$ cat config.mk
export PLATFORM = sky130hd
export DESIGN_NAME = sseg4_scan_ctrl
export DESIGN_NICKNAME = d
export VERILOG_FILES = /design/src/rtl/sseg4_scan_ctrl.sv
export SDC_FILE = /design/constraint.sdc
export NUM_CORES = 1
export LEC_CHECK = 0
export CORE_UTILIZATION = 24
export CTS_BUF_LIST = sky130_fd_sc_hd__clkbuf_4 sky130_fd_sc_hd__clkbuf_8
export CTS_CLUSTER_SIZE = 16
export DETAILED_ROUTE_END_ITERATION = 12
export DONT_BUFFER_PORTS = 1
export MAX_ROUTING_LAYER = met4
export PLACE_DENSITY = 0.38
export REMOVE_ABC_BUFFERS = 1
export SLEW_MARGIN = 20
export SYNTH_ARGS = -nofsm -noshare
export SYNTH_HDL_FRONTEND = slang
export SYNTH_SLANG_ARGS = --single-unit
export TNS_END_PERCENT = 100
$ cat constraint.sdc
create_clock -name clk -period 5.7 [get_ports clk]
set_clock_uncertainty 0.05 [all_clocks]
set_input_delay 0.57 -clock clk [delete_from_list [all_inputs] [get_ports clk]]
set_output_delay 0.57 -clock clk [all_outputs]
set_load 0.005 [all_outputs]
$ cat src/rtl/sseg4_scan_ctrl.sv
// Scan controller for the 4-digit seven-segment driver. It steps digit_sel through
// 0..3 at a programmable slot rate, blanks the anodes at each slot start, and swaps
// the double-buffered display word only at frame boundaries.
module sseg4_scan_ctrl #(
  parameter int unsigned DIV   = 100000,
  parameter int unsigned BLANK = 1000
) (
  input  logic        clk,
  input  logic        rst_n,
  input  logic        en,
  input  logic        upd_req,
  input  logic [15:0] upd_data,
  output logic        upd_ack,
  output logic [15:0] frame_data,
  output logic [1:0]  digit_sel,
  output logic        an_en,
  output logic        frame_tick
);

  localparam int unsigned   CW      = (DIV > 2) ? $clog2(DIV) : 1;
  localparam logic [CW-1:0] CNT_MAX = CW'(DIV - 1);

  localparam logic [0:0] IDLE = 1'b0;
  localparam logic [0:0] SCAN = 1'b1;

  logic [0:0]    state;
  logic [CW-1:0] cnt;
  logic          slot_end;
  logic          boundary;
  logic          accept;

  always_comb begin
    slot_end = (cnt == CNT_MAX);
    boundary = (state == SCAN) && slot_end && (digit_sel == 2'd3);
    // Updates are taken whenever the display is dark; while scanning only at the frame edge.
    accept   = upd_req && ((state == IDLE) || !en || boundary);
  end

  always_ff @(posedge clk or negedge rst_n) begin
    if (!rst_n) begin
      state      <= IDLE;
      cnt        <= '0;
      digit_sel  <= '0;
      frame_data <= '0;
      upd_ack    <= 1'b0;
      frame_tick <= 1'b0;
    end else begin
      frame_tick <= boundary;
      upd_ack    <= accept;
      if (accept) begin
        frame_data <= upd_data;
      end
      case (state)
        IDLE: begin
          cnt       <= '0;
          digit_sel <= '0;
          if (en) begin
            state <= SCAN;
          end
        end
        SCAN: begin
          if (!en) begin
            state     <= IDLE;
            cnt       <= '0;
            digit_sel <= '0;
          end else if (slot_end) begin
            cnt       <= '0;
            digit_sel <= digit_sel + 2'd1;
          end else begin
            cnt <= cnt + CW'(1);
          end
        end
        default: begin
          state     <= IDLE;
          cnt       <= '0;
          digit_sel <= '0;
        end
      endcase
    end
  end

  // A zero blank length would make the threshold compare trivially true.
  generate
    if (BLANK == 0) begin : g_no_blank
      assign an_en = (state == SCAN);
    end else begin : g_blank
      assign an_en = (state == SCAN) && (cnt >= CW'(BLANK));
    end
  endgenerate

endmodule

==> results.py <==
metrics = {
    "outcome": {
        "status": "finished, final reports clean",
    },
    "route": {
        "wirelength_um": 5550,
        "antenna_left": 0,
        "vias_per_cell": 4.94,
        "drtIter0Drc": 83,
        "vias": 1785,
        "drt_drc_violations_left": 0,
        "route.detailed.wl_per_inst_um": 15.4,
        "firstDrtPassIters": 4,
    },
    "floorplan": {
        "die_area_mm2": 0.00981,
        "ios": 41,
        "initial_utilization_pct": 24.6,
        "die_w_um": 99.0,
        "die_h_um": 99.0,
        "core_area_mm2": 0.00920,
        "rows": 35,
    },
    "pwr": {
        "finalPower_uw": 555,
        "powerDensity_mw_per_mm2": 227,
        "ir_drop_v": 0.0000691,
        "p_leak_nw": 1.10,
    },
    "sta": {
        "setup_tns_ns": 0,
        "setup_slack_ns": 3.26,
        "slew_headroom_pct": 42.9,
        "tightest_slew_ns": 0.857,
        "clock.fmax_ghz": 0.410,
        "setup_violations": 0,
        "rsz0062_at_grt": "no",
        "period_needed_ns": 2.44,
        "min_period_over_period_pct": 42.8,
        "slew_viol_final": 0,
        "hold_viol": 0,
    },
    "final_layout": {
        "final_layout_size_suffix_gt1_share_pct": 5.60,
        "layout.cells.most_common": "nand3_1",
        "fill_cells": 986,
        "syn_to_final_growth_pct": 8.03,
        "nets": 274,
        "final_cell_mix": "nand3_1, dfrtp_1, inv_1",
        "antennaDiodeCount": 0,
    },
    "yosys": {
        "netlist_instances": 257,
        "yosys_register_bits": 38,
        "ys_seq_area_share_pct": 42.1,
        "async_reset_ff_share_pct": 100,
        "ys_types": 30,
        "synth_edf_count": 0,
        "synth_largest_area_cell": "dfrtp_1",
        "post_synth.cell_area_avg_um2": 8.79,
        "syn_area_mm2": 0.00226,
        "ys_top_cells_by_area": "dfrtp_1, nand3_1, mux2i_1, a211o_1, xnor2_1",
        "ys_warn_count": 0,
        "synth_top_area_share_pct": 42.1,
        "synth-main-ff-cell": "dfrtp_1",
    },
    "clock_network": {
        "cts.repair.resized": 0,
        "clkSlewWorstSetupHoldPaths_ns": 0.07,
        "clockBufferDepth": 2,
        "numCtsBuffers": 5,
        "htree_num_levels": 2,
        "cts_root_buffer": "clkbuf_8",
        "post-cts-setup-buffers": 0,
        "cts_tree": "done",
        "insertion_delay_ns": 0.28,
        "cts_sinks": 38,
        "postCtsHoldBufs": 1,
    },
    "worst_setup_path": {
        "path_class": "register to output port",
        "crit_arrival_ns": 1.82,
        "cp-start-kind": "register",
        "cp_max_fo": 4,
        "cp.required_ns": 5.08,
        "setup.worst_path.end_class": "output port",
    },
    "global_route": {
        "grt_pass1_wl_um": 9200,
        "track_usage_pct": 12.2,
        "grt_antenna_before_repair": 0,
        "first_global_vias": 1750,
        "grt_max_degree": 50,
        "gr-total-overflow": 0,
    },
    "placement": {
        "hpwl_um": 3450,
        "routabilityCongestion": 0.733,
        "dp_slack_ns": 3.33,
        "port_buffers": 0,
    },
    "min_path": {
        "worstHoldPathType": "primary input to asynchronous set/reset pin",
    },
    "run": {
        "maxCapViolCount": 0,
    },
}
==> cells in the mapped netlist (2+ instances only) <==
| master | n |
|---|---|
| dfrtp_1 | 38 |
| o21ai_0 | 18 |
| xnor2_1 | 11 |
| or4_1 | 3 |
| a21oi_1 | 2 |
| ha_1 | 3 |
| nor2_1 | 18 |
| mux2i_1 | 17 |
| and2_1 | 3 |
| nand4_1 | 5 |
| inv_1 | 21 |
| nand2_1 | 20 |
| xor2_1 | 3 |
| a211o_1 | 16 |
| nor4_1 | 5 |
| nand3_1 | 40 |
| clkbuf_1 | 15 |
| nor3_1 | 5 |
| buf_6 | 3 |
==> stage by stage <==
stage	std cells	area, um2	hold slack (ns)	utilization [%]
finish	361	2440	0.0647	26.5
global route	361	2440	0.0653	26.5
CTS	361	2440	0.0676	26.5
detailed placement	354	2340	0.225	25.4
global placement	354	2340	0.225	25.4
floorplan	239	2170	0.224	-
==> layout make-up <==
type / instances / area, um2 / area share [%]
Multi-Input combinational cell: 180 / 1140 / 46.7
Timing Repair Buffer: 5 / 50.0 / 2.05
Clock buffer: 6 / 82.6 / 3.38
Tap cell: 111 / 139 / 5.69
Inverter: 21 / 78.8 / 3.23
Sequential cell: 38 / 951 / 39.0
==> final timing paths <==
kind / startpoint / endpoint / slack (ns) / cells after the start
worst min register to register: cnt[0] / cnt[0] / 0.47 / 1
worst min-delay path: rst_n / frame_data[9] / 0.06 / 1
worst max register to register: cnt[11] / frame_data[15] / 3.33 / 5
min in group clk: en / state / 0.26 / 0
worst max-delay path: cnt[11] / an_en / 3.26 / 4
max in group asynchronous: rst_n / cnt[14] / 5.33 / 1
==> worst max-delay path: stages, from the launching register on <==
cell	delay (ns)
dfrtp_1	0.42
or4_4	0.55
nor4_1	0.17
o21ai_0	0.19
and2_1	0.21
==> kinds of logic (layout without fill, tap and decap cells) <==
| group | Yosys count | after routing | synth area share (%) |
|---|---|---|---|
| AO/OA/AOI/OAI | 39 | 39 | 11.7 |
| flip-flops | 38 | 38 | 42.1 |
| multiplexers | 17 | 17 | 7.53 |
| XOR/XNOR | 14 | 14 | 5.43 |
| AND/OR/NAND/NOR | 107 | 107 | 24.1 |
| buffers and inverters | 39 | 32 | 7.47 |
| adder cells (fa/ha/maj) | 3 | 3 | 1.66 |
==> power by group <==
part / total, mW / internal (mW) / switching (mW)
clock: 0.183 / 0.0934 / 0.0900
combinational: 0.0577 / 0.0268 / 0.0309
sequential: 0.314 / 0.289 / 0.0252
==> flip-flops by register name (all words and copies together) (netlist names) <==
signal	flops
frame_data	16
cnt	17
frame_tick	1
digit_sel	2
upd_ack	1
state	1
==> routing by layer <==
metal  up-vias  track usage [%]  part of all wire [%]
met5         -                -                     0
met4         0             3.44                     0
met3         0             2.70                   4.4
met2        36             18.6                    46
met1       859             16.1                    50
li1        890                -                     -
(Power assumes the default switching activity.)
